## src/rtl/obuf_reader.sv

```systemverilog
// Output-buffer drain: reads N words from RAM address 0 and streams them out on valid/ready.
// Optional feature macro: OBUF_RD_CHKSUM_EN adds o_chksum, the XOR of every transferred word.
module obuf_reader #(
    parameter int VL     = 16,
    parameter int DATA_W = 8,
    parameter int ADDR_W = 10
) (
    input  logic                   i_clk,
    input  logic                   i_rst_n,
    input  logic                   i_start,
    input  logic [ADDR_W:0]        i_num_words,
    output logic                   o_rd_en,
    output logic [ADDR_W-1:0]      o_rd_addr,
    input  logic [VL*DATA_W-1:0]   i_rd_data,
    output logic [VL*DATA_W-1:0]   o_data,
    output logic                   o_valid,
    input  logic                   i_ready,
    output logic                   o_busy,
    output logic                   o_done
`ifdef OBUF_RD_CHKSUM_EN
   ,output logic [VL*DATA_W-1:0]   o_chksum
`endif
);

    localparam int W  = VL * DATA_W;
    localparam int CW = ADDR_W + 1;
    localparam logic [CW-1:0] MAX_WORDS = {1'b1, {ADDR_W{1'b0}}};

    typedef enum logic [1:0] {
        ST_IDLE,
        ST_READ,
        ST_DRAIN,
        ST_DONE
    } state_t;

    state_t          state;
    state_t          state_nxt;

    logic [CW-1:0]   num_words;
    logic [CW-1:0]   num_clamped;
    logic [CW-1:0]   issued_cnt;
    logic [CW-1:0]   sent_cnt;
    logic            inflight;
    logic            start_acc;

    logic [W-1:0]    fifo_mem [2];
    logic            wr_ptr;
    logic            rd_ptr;
    logic [1:0]      stored_cnt;
    logic [1:0]      occ_after;
    logic            fifo_valid;
    logic            xfer;
    logic            store;
    logic            deq;

    assign num_clamped = (i_num_words > MAX_WORDS) ? MAX_WORDS : i_num_words;
    assign start_acc   = i_start && (state == ST_IDLE);

    // The word returning from RAM is visible at the FIFO head in the cycle it arrives,
    // so an empty FIFO adds no latency; it is only stored if the host does not take it.
    assign fifo_valid = (stored_cnt != 2'd0) || inflight;
    assign xfer       = fifo_valid && i_ready;
    assign store      = inflight && !((stored_cnt == 2'd0) && xfer);
    assign deq        = xfer && (stored_cnt != 2'd0);
    assign occ_after  = stored_cnt + 2'(inflight) - 2'(xfer);

    always_ff @(posedge i_clk or negedge i_rst_n) begin
        if (!i_rst_n) begin
            state <= ST_IDLE;
        end else begin
            state <= state_nxt;
        end
    end

    always_comb begin
        state_nxt = state;
        case (state)
            ST_IDLE: begin
                if (i_start) begin
                    state_nxt = (num_clamped == '0) ? ST_DONE : ST_READ;
                end
            end
            ST_READ: begin
                if (o_rd_en && (issued_cnt == num_words - CW'(1))) begin
                    state_nxt = ST_DRAIN;
                end
            end
            ST_DRAIN: begin
                if (xfer && (sent_cnt == num_words - CW'(1))) begin
                    state_nxt = ST_DONE;
                end
            end
            ST_DONE:  state_nxt = ST_IDLE;
            default:  state_nxt = ST_IDLE;
        endcase
    end

    always_comb begin
        o_busy    = (state != ST_IDLE);
        o_done    = (state == ST_DONE);
        o_valid   = fifo_valid;
        o_rd_addr = issued_cnt[ADDR_W-1:0];
        o_rd_en   = (state == ST_READ) && (issued_cnt < num_words) && (occ_after < 2'd2);
        o_data    = '0;
        if (stored_cnt != 2'd0) begin
            o_data = fifo_mem[rd_ptr];
        end else if (inflight) begin
            o_data = i_rd_data;
        end
    end

    always_ff @(posedge i_clk or negedge i_rst_n) begin
        if (!i_rst_n) begin
            num_words  <= '0;
            issued_cnt <= '0;
            sent_cnt   <= '0;
            inflight   <= 1'b0;
            wr_ptr     <= 1'b0;
            rd_ptr     <= 1'b0;
            stored_cnt <= 2'd0;
        end else begin
            inflight <= o_rd_en;
            if (start_acc) begin
                num_words  <= num_clamped;
                issued_cnt <= '0;
                sent_cnt   <= '0;
            end else begin
                if (o_rd_en) issued_cnt <= issued_cnt + CW'(1);
                if (xfer)    sent_cnt   <= sent_cnt + CW'(1);
            end
            if (store) wr_ptr <= ~wr_ptr;
            if (deq)   rd_ptr <= ~rd_ptr;
            stored_cnt <= stored_cnt + 2'(store) - 2'(deq);
        end
    end

    // NOTE: FIFO storage has no reset; stored_cnt alone decides which entries are live.
    always_ff @(posedge i_clk) begin
        if (store) begin
            fifo_mem[wr_ptr] <= i_rd_data;
        end
    end

`ifdef OBUF_RD_CHKSUM_EN
    always_ff @(posedge i_clk or negedge i_rst_n) begin
        if (!i_rst_n) begin
            o_chksum <= '0;
        end else if (start_acc) begin
            o_chksum <= '0;
        end else if (xfer) begin
            o_chksum <= o_chksum ^ o_data;
        end
    end
`endif

endmodule

```

## config.mk

```make
export PLATFORM = sky130hd
export DESIGN_NAME = obuf_reader
export DESIGN_NICKNAME = d
export VERILOG_FILES = /design/src/rtl/obuf_reader.sv
export SDC_FILE = /design/constraint.sdc
export NUM_CORES = 1
export LEC_CHECK = 0
export BUFFER_PORTS_ARGS = -buffer_cell sky130_fd_sc_hd__clkbuf_2
export CAP_MARGIN = 20
export CORE_ASPECT_RATIO = 1.2
export CORE_MARGIN = 2
export CORE_UTILIZATION = 45
export DETAILED_ROUTE_END_ITERATION = 7
export PLACE_DENSITY = 0.69
export SETUP_SLACK_MARGIN = 0.05
export SLEW_MARGIN = 30
export SYNTH_ARGS = -nofsm -noshare
export SYNTH_HDL_FRONTEND = slang
export SYNTH_SLANG_ARGS = --single-unit
```

## constraint.sdc

```tcl
create_clock -name i_clk -period 8.3 [get_ports i_clk]
set_input_delay 1.66 -clock i_clk [delete_from_list [all_inputs] [get_ports i_clk]]
set_output_delay 1.66 -clock i_clk [all_outputs]
set_load 0.01 [all_outputs]
```

==> flow_summary.yaml, run 1 <==
drt:
  vias: 8911
  viasPerCell: 5.304
  drt_pass1_iterations: 5
  remaining_drc_errors: 0
  drt_iter0_markers: 616
  wirelength_um: 29930
  route.detailed.wl_per_inst_um: 17.82
  antenna_left: 0
timing:
  relSlewSlack_pct: 30.86
  holdWs_ps: 564.6
  setup_viol: 0
  tightest_slew_ps: 1037
  fin_crit_sh_pct: 61.98
  setup_tns_ps: 0
  fin_ws_ps: 3155
  drv_slew: 0
  fin_skew_ps: 10.05
  rsz0062_at_grt: "false"
  hold_viol: 0
  fmax_mhz: 194.4
  min_period_ps: 5145
finish:
  drive_gt1_share_pct: 27.06
  layout_common_cells: "clkbuf_2, edfxtp_1, o21ai_0"
  syn_to_final_growth_pct: 18.87
  finalInstanceArea_um2: 15990
  final_common_cell: "clkbuf_2"
  stdcell_count: 1680
  fin_nets: 1429
placement:
  dp.cells: 1623
  hpwl_um: 19320
  gp_congestion: 0.8481
  placed_cell_area_um2: 15110
  pre_cts_ws_ps: 3132
  io_buffers: 284
worst_setup_path:
  path_class: "input pin to primary output"
  crit_fanout: 7
  critPathRequiredTime_ps: 6640
  cp_data_arrival_time_ps: 3480
  critPathLaunchType: "input pin"
  end_kind: "primary output"
  worstRegToRegCells: 9
yosys:
  yosysWarnings: 0
  ys_types: 56
  synth_area_leaders: "edfxtp_1, mux2i_1, dfrtp_1, o21ai_0, nand3_1"
  ys_ff_latch: 296
  synthFlopType: "edfxtp_1"
  synth_area_um2: 13450
  synth_top_area_cell: "edfxtp_1"
  syn_area_per_cell_um2: 13.16
  syn_nets: 1187
  ys_seq_area_share_pct: 64.58
  synthArstFlopShare_pct: 13.51
  synth_enable_flop_cells: 256
  netlist_instances: 1022
  yosysTopAreaCellShare_pct: 57.14
grt:
  grt.busiest_layer: "met2"
  grt_overflow_total: 0
  met2_usage_pct: 31.47
  grt_max_degree: 243
  met1_usage_pct: 24.18
  grt_pass1_vias: 8774
  antenna_found_initial: 5
  grt_pass1_wl_um: 47070
  grt_usage_pct: 18.58
  use_met3_pct: 2.959
clock_network:
  clk_latency_ps: 530
  cts_num_sinks: 296
  clkTransAtPathRegs_ps: 60
  h-tree-depth: 1
  clock-root-buffer: "clkbuf_16"
  postCtsSetupBuffers: 0
  cts_resized: 0
  clock_path_buffers: 3
  cts_tree: "yes"
  hold_buffers: 0
  numCtsBuffers: 29
run_status:
  status: "finished clean"
power:
  p_per_area_nw_per_um2: 342.7
  ir_worst_vdd_v: 0.0002801
  p_leak_nw: 6.309
floorplan:
  dieWidth_um: 161.8
  io-pin-count: 285
  die_h_um: 193.4
  die_area_um2: 31300
  start_util_pct: 45.57
  rows: 69
  core_area_um2: 29530
worst_hold_path:
  hold_class: "flop to flop"
  hold_path_depth: 1
run:
  cap_viol_max_count: 0
-- routing by layer --
layer  up-vias  part of all wire (%)
met5         -                 0.043
met4         2                   3.0
met1      4254                    42
met3        53                   5.6
li1       4345                     -
met2       257                    50
-- area by class of cell --
cell class	instances	area, um^2
antenna	4	10.01
clock buffer	32	737.0
clock inverter	21	128.9
fill	2505	13530
inverter	20	75.07
multi-input combinational	624	4334
sequential	296	8696
tap	390	488.0
timing repair buffer	293	1524
-- synthesized netlist by cell type (2+ instances only) --
cell      instances
xor2_1           21
buf_1             9
xnor2_1          24
and3_1           10
ha_1             22
dfrtp_1          40
buf_6             2
buf_4            13
nand4_1           5
clkbuf_1         54
nand2b_1          4
a21oi_1          11
nor4_1            4
a211oi_1          2
or3_1             4
inv_1            20
and4_1            4
nand3b_1          9
nor2b_1           2
and2_1            4
nand3_1         141
edfxtp_1        256
mux2i_1         133
a21o_1            3
a22o_1            2
nor2_1           28
nor3_1            5
nand2_1          16
o21ai_0         144
buf_2             4
-- power by group --
group | switching [mW] | leakage, nW | total [mW] | internal (mW)
logic | 1.32 | 3.03 | 2.17 | 0.852
clock network | 0.536 | 0.426 | 1.20 | 0.668
registers | 0.213 | 2.85 | 2.11 | 1.90
-- worst max-delay path, cell delays in order --
cell and delay [ps]:
clkbuf_2 90, o31a_1 290, ha_1 280, nor2b_1 150, xnor2_1 120, a2111oi_2 410
and2_1 300, clkbuf_2 170
-- sequential cells by signal (all words and copies together), names as in the netlist --
| name | count |
|---|---|
| state | 2 |
| wr_ptr | 1 |
| sent_cnt | 11 |
| stored_cnt | 2 |
| inflight | 1 |
| issued_cnt | 11 |
| rd_ptr | 1 |
| fifo_mem | 256 |
| num_words | 11 |
-- final timing paths --
kind | start | end | slack (ps)
max | i_ready | o_rd_en | 3160
min | wr_ptr | wr_ptr | 560
max reg2reg | inflight | state[1] | 4970
min reg2reg | wr_ptr | wr_ptr | 560
max in group asynchronous | i_rst_n | inflight | 6710
min in group asynchronous | i_rst_n | sent_cnt[10] | 1150
-- through the flow --
stage	power [mW]	util, %
2_1_floorplan	3.573	-
3_3_place_gp	4.295	51.10
3_5_place_dp	4.336	51.19
4_1_cts	5.542	54.12
5_1_grt	5.808	54.17
6_report	5.481	54.17
-- logic make-up after synthesis --
group	synth area share (%)
multiplexers	9.895
adder cells (fa/ha/maj)	2.046
flip-flops	64.58
XOR/XNOR	3.097
buffers and inverters	3.357
AND/OR/NAND/NOR	9.765
AO/OA/AOI/OAI	7.263
(Power assumes the default switching activity.)
==> inputs of run 2 (changes only) <==
- ABC_AREA: default -> 1
- clock period: 8.3 -> 4.74 ns (I/O delays scaled with it)
==> run 2 against run 1 <==
Effect of this change:
- combinational power rose by 100%
- clock power grew 95%
- die area fell by 0.29%
- clock skew up 7.1 ps
- clock-buffer cell count is 4 higher
==> flow_summary.yaml, run 2 <==
run_status:
  status: "finished clean"
drt:
  antenna_left: 0
  viasPerCell: 5.511
  route.detailed.wl_per_inst_um: 18.07
  drt_pass1_iterations: 5
  vias: 10700
  wirelength_um: 35080
  drt_iter0_markers: 1193
  remaining_drc_errors: 0
yosys:
  ys_ff_latch: 296
  synth.most_common_cell: "o21ai_0"
  syn_nets: 1448
  yosysWarnings: 0
  synthFlopType: "edfxtp_1"
  synth_enable_flop_cells: 256
  synth_area_um2: 13410
  yosysTopAreaCellShare_pct: 57.31
  ys_seq_area_share_pct: 64.77
  ys_types: 33
  netlist_instances: 1283
  synth_top_area_cell: "edfxtp_1"
  synth_area_leaders: "edfxtp_1, o21ai_0, dfrtp_1, nand3_1, nor2_1"
  synthArstFlopShare_pct: 13.51
  syn_area_per_cell_um2: 10.46
  synth_commonest_cells: "o21ai_0, edfxtp_1, nand3_1"
grt:
  grt.busiest_layer: "met2"
  met1_usage_pct: 29.32
  met2_usage_pct: 36.54
  grt_pass1_vias: 9941
  use_met3_pct: 2.802
  grt_overflow_total: 0
  grt_usage_pct: 21.53
  grt_pass1_wl_um: 53650
  antenna_found_initial: 1
  grt_max_degree: 127
clock_network:
  clk_latency_ps: 550
  hold_buffers: 0
  clock-root-buffer: "clkbuf_16"
  cts_num_sinks: 296
  numCtsBuffers: 30
  cts_resized: 0
  cts_tree: "yes"
  clock_path_buffers: 3
  clkTransAtPathRegs_ps: 60
  h-tree-depth: 1
  postCtsSetupBuffers: 0
timing:
  setup_viol: 0
  setup_tns_ps: 0
  min_period_ps: 3929
  fin_crit_sh_pct: 82.88
  fmax_mhz: 254.5
  rsz0062_at_grt: "false"
  fin_ws_ps: 811.3
  hold_viol: 0
  fin_skew_ps: 17.13
  relSlewSlack_pct: 37.16
  tightest_slew_ps: 942.7
  holdWs_ps: 468.3
  drv_slew: 0
placement:
  dp.cells: 1888
  placed_cell_area_um2: 15130
  gp_congestion: 0.8663
  hpwl_um: 22320
  pre_cts_ws_ps: 1375
  io_buffers: 284
worst_setup_path:
  cp.buffers_inverters: 3
  path_cells: "inv_4 > buf_4 > nor2_1 > o21ai_0 > clkbuf_2"
  path_class: "flop to primary output"
  critPathRequiredTime_ps: 3790
  critPathLaunchType: "flop"
  max_stage_delay_ps: 650
  cp_top_family: "buffers and inverters"
  r2r_slack_ps: 1660
  slowest_stage: "dfrtp_4"
  end_kind: "primary output"
  cp_data_arrival_time_ps: 2980
  crit_fanout: 73
floorplan:
  dieWidth_um: 161.6
  io-pin-count: 285
  start_util_pct: 45.57
  core_area_um2: 29440
  die_area_um2: 31210
  rows: 69
  die_h_um: 193.1
finish:
  finalInstanceArea_um2: 16110
  fin_nets: 1695
  top_register: "fifo_mem"
  fin_util_pct: 54.72
  stdcell_count: 1941
  syn_to_final_growth_pct: 20.10
  largest_reg_flops: 256
  final_common_cell: "clkbuf_2"
  drive_gt1_share_pct: 23.61
  fill_cells: 2531
  layout_common_cells: "clkbuf_2, o21ai_0, edfxtp_1"
power:
  design_power_total_mw: 10.18
  p_leak_nw: 6.256
  p_per_area_nw_per_um2: 631.9
  ir_worst_vdd_v: 0.0004172
run:
  cap_viol_max_count: 0
worst_hold_path:
  hold_class: "input pin to asynchronous set/reset pin"
## run 2: report_power, final
| group | switching, mW | total, mW | internal [mW] |
|---|---|---|---|
| logic | 2.99 | 4.35 | 1.36 |
| clock network | 0.944 | 2.34 | 1.40 |
| registers | 0.218 | 3.49 | 3.27 |
| total | 4.15 | 10.2 | 6.03 |
## run 2: worst register-to-register path: stages, from the launching register on
cell,delay [ps]
dfrtp_4,430
buf_4,680
o21ai_0,580
nor2_4,290
buf_12,470
## run 2: logic make-up after synthesis
group | share of synthesized area, %
XOR/XNOR | 0.4571
AO/OA/AOI/OAI | 11.59
buffers and inverters | 4.533
flip-flops | 64.77
adder cells (fa/ha/maj) | 2.052
AND/OR/NAND/NOR | 16.59
## run 2: per-layer routing
| layer | share of wire, % | wire length, um |
|---|---|---|
| met5 | 0 | 0 |
| met4 | 2.3 | 806 |
| met3 | 7.2 | 2511 |
| met2 | 50 | 17480 |
| met1 | 41 | 14280 |
## run 2: layout make-up
| cell class | instances | area [um^2] | share of cell area [%] |
|---|---|---|---|
| clock inverters | 16 | 178.9 | 1.111 |
| well taps | 390 | 488.0 | 3.029 |
| repair buffers | 299 | 1559 | 9.677 |
| diodes | 1 | 2.502 | 0.01553 |
| clock buffers | 36 | 794.5 | 4.932 |
| flip-flops and latches | 296 | 8696 | 53.98 |
| inverters | 67 | 254.0 | 1.577 |
| multi-input cells | 836 | 4138 | 25.68 |
## run 2: final timing paths
kind,endpoint,cells past startpoint,start
setup / recovery,o_data[0],5,rd_ptr
hold / removal,sent_cnt[10],2,i_rst_n
setup reg to reg,fifo_mem[1][44],4,inflight
hold reg to reg,state[1],2,state[1]
max in group asynchronous,rd_ptr,2,i_rst_n
min in group i_clk,state[1],2,state[1]
==> inputs of run 3 (changes only) <==
- PLACE_DENSITY: 0.69 -> 0.71
- clock period: 4.74 -> 3.6 ns (I/O delays scaled with it)
==> run 3 against run 2 <==
Effect of this change:
- die area unchanged
- setup slack lost 480 ps
- first-iteration DRC count down 12%
- via count shrank 0.30%
- sequential power is 30% higher
- utilization grew 0.35 points
- sequential share of layout area decreased by 0.35 points
- highest routed layer is now met5
==> flow_summary.yaml, run 3 (synthesized netlist as in run 2, its figures left out) <==
worst_setup_path:
  cp-endpoint: "o_rd_en"
  crit_fanout: 9
  reg2reg_to: "issued_cnt[10]"
  startpoint: "stored_cnt[1]"
  cp.buffers_inverters: 5
  worstRegToRegCells: 15
  cp_num_cells: 13
  path_cells: "nor2_4 > nand2_2 > nand2_4 > inv_1 > ha_1 > nor2_1 > inv_1 > nand2_1 > nand2_1 > inv_2 > nand4_4 > inv_1 > clkbuf_2"
  reg2reg_from: "stored_cnt[1]"
  r2r_slack_ps: 1180
  critPathLaunchType: "flop"
  cp_top_family: "simple AND/OR/NAND/NOR gates"
  path_class: "flop to primary output"
  end_kind: "primary output"
  max_stage_delay_ps: 450
  crit_path_frequent_cell: "inv_1"
  cp_data_arrival_time_ps: 2550
  slowest_stage: "dfrtp_1"
  critPathRequiredTime_ps: 2880
clock_network:
  numCtsBuffers: 30
  clock_path_buffers: 3
  clk_latency_ps: 560
  hold_buffers: 0
  cts_tree: "yes"
  clock-root-buffer: "clkbuf_16"
  h-tree-depth: 1
  clkTransAtPathRegs_ps: 60
  cts_num_sinks: 296
floorplan:
  die_h_um: 193.1
  io-pin-count: 285
  dieWidth_um: 161.6
  die_area_um2: 31210
  rows: 69
  core_area_um2: 29440
  start_util_pct: 45.57
finish:
  syn_to_final_growth_pct: 20.87
  fill_cells: 2534
  final_common_cell: "clkbuf_2"
  layout_common_cells: "clkbuf_2, o21ai_0, edfxtp_1"
  largest_reg_flops: 256
  fin_nets: 1702
  top_register: "fifo_mem"
  finalInstanceArea_um2: 16210
  stdcell_count: 1950
  drive_gt1_share_pct: 24.12
run_status:
  status: "finished clean"
grt:
  grt_pass1_vias: 10040
  grt_max_degree: 130
  antenna_found_initial: 2
  grt_usage_pct: 21.46
  grt_pass1_wl_um: 53580
  grt_overflow_total: 0
placement:
  hpwl_um: 22050
  gp_congestion: 0.8612
  dp.cells: 1891
  placed_cell_area_um2: 15220
  io_buffers: 284
timing:
  fin_skew_ps: 14.13
  drv_slew: 0
  fmax_mhz: 306.1
  relSlewSlack_pct: 48.71
  hold_viol: 0
  min_period_ps: 3267
  rsz0062_at_grt: "false"
  setup_viol: 0
  fin_crit_sh_pct: 90.74
  tightest_slew_ps: 769.4
worst_hold_path:
  hold_class: "input pin to asynchronous set/reset pin"
drt:
  wirelength_um: 34620
  antenna_left: 0
  remaining_drc_errors: 0
  route.detailed.wl_per_inst_um: 17.75
  drt_pass1_iterations: 5
  vias: 10660
  drt_iter0_markers: 1044
  viasPerCell: 5.469
run:
  cap_viol_max_count: 0
power:
  p_per_area_nw_per_um2: 826.8
  p_leak_nw: 6.318
  ir_worst_vdd_v: 0.0006057
run 3: metrics by stage:
| step | power, mW | util [%] | setup WS [ps] | setup TNS, ps | hold WS (ps) |
|---|---|---|---|---|---|
| global route | 14.33 | 55.07 | 119.3 | 0 | 211.2 |
| detailed placement | 10.44 | 51.71 | 739.2 | 0 | 528.2 |
| CTS | 13.47 | 54.95 | 134.8 | 0 | 185.7 |
| finish | 13.41 | 55.08 | 333.3 | 0 | 186.7 |
| floorplan | 8.177 | - | -1196 | -306240 | 424.4 |
| global placement | 10.33 | 51.70 | 731.8 | 0 | 523.3 |
run 3: final cells by class:
class	instances	area, um^2	area share (%)
Sequential cell	296	8696	53.63
Timing Repair Buffer	306	1680	10.36
Clock inverter	20	190.2	1.173
Inverter	67	254.0	1.566
Multi-Input combinational cell	836	4138	25.52
Antenna cell	1	2.502	0.01543
Tap cell	390	488.0	3.009
Clock buffer	34	765.7	4.723
run 3: report_power, final:
group,total [mW],switching (mW),leakage [nW],internal [mW]
sequential,4.53,0.228,2.85,4.30
clock,3.02,1.28,0.471,1.74
combinational,5.86,3.98,3.00,1.88
total,13.4,5.49,6.32,7.92
run 3: worst min-delay path by stage:
stage	startpoint	endpoint	slack (ps)	depth (start not counted)
final	i_rst_n	state[0]	190	1
after global routing	i_rst_n	sent_cnt[6]	210	1
after CTS	i_rst_n	sent_cnt[7]	190	1
after detailed placement	state[0]	state[0]	530	2
after global placement	state[1]	state[1]	520	2
after floorplan	i_rst_n	inflight	420	0
run 3: routing by layer:
metal / wire, um / vias to the layer above / global-route usage (%)
met3: 2878 / 82 / 4.107
li1: - / 5078 / -
met1: 13490 / 5067 / 27.46
met4: 1304 / 2 / 8.305
met2: 16930 / 435 / 36.44
met5: 13 / - / 0
run 3: timing repair:
action / 4_1_cts / 5_1_grt
setup endpoints to repair: 0 / 1
gates resized for setup: 0 / 0
buffers inserted: 0 / 4
endpoints found under the hold margin: 0 / 0
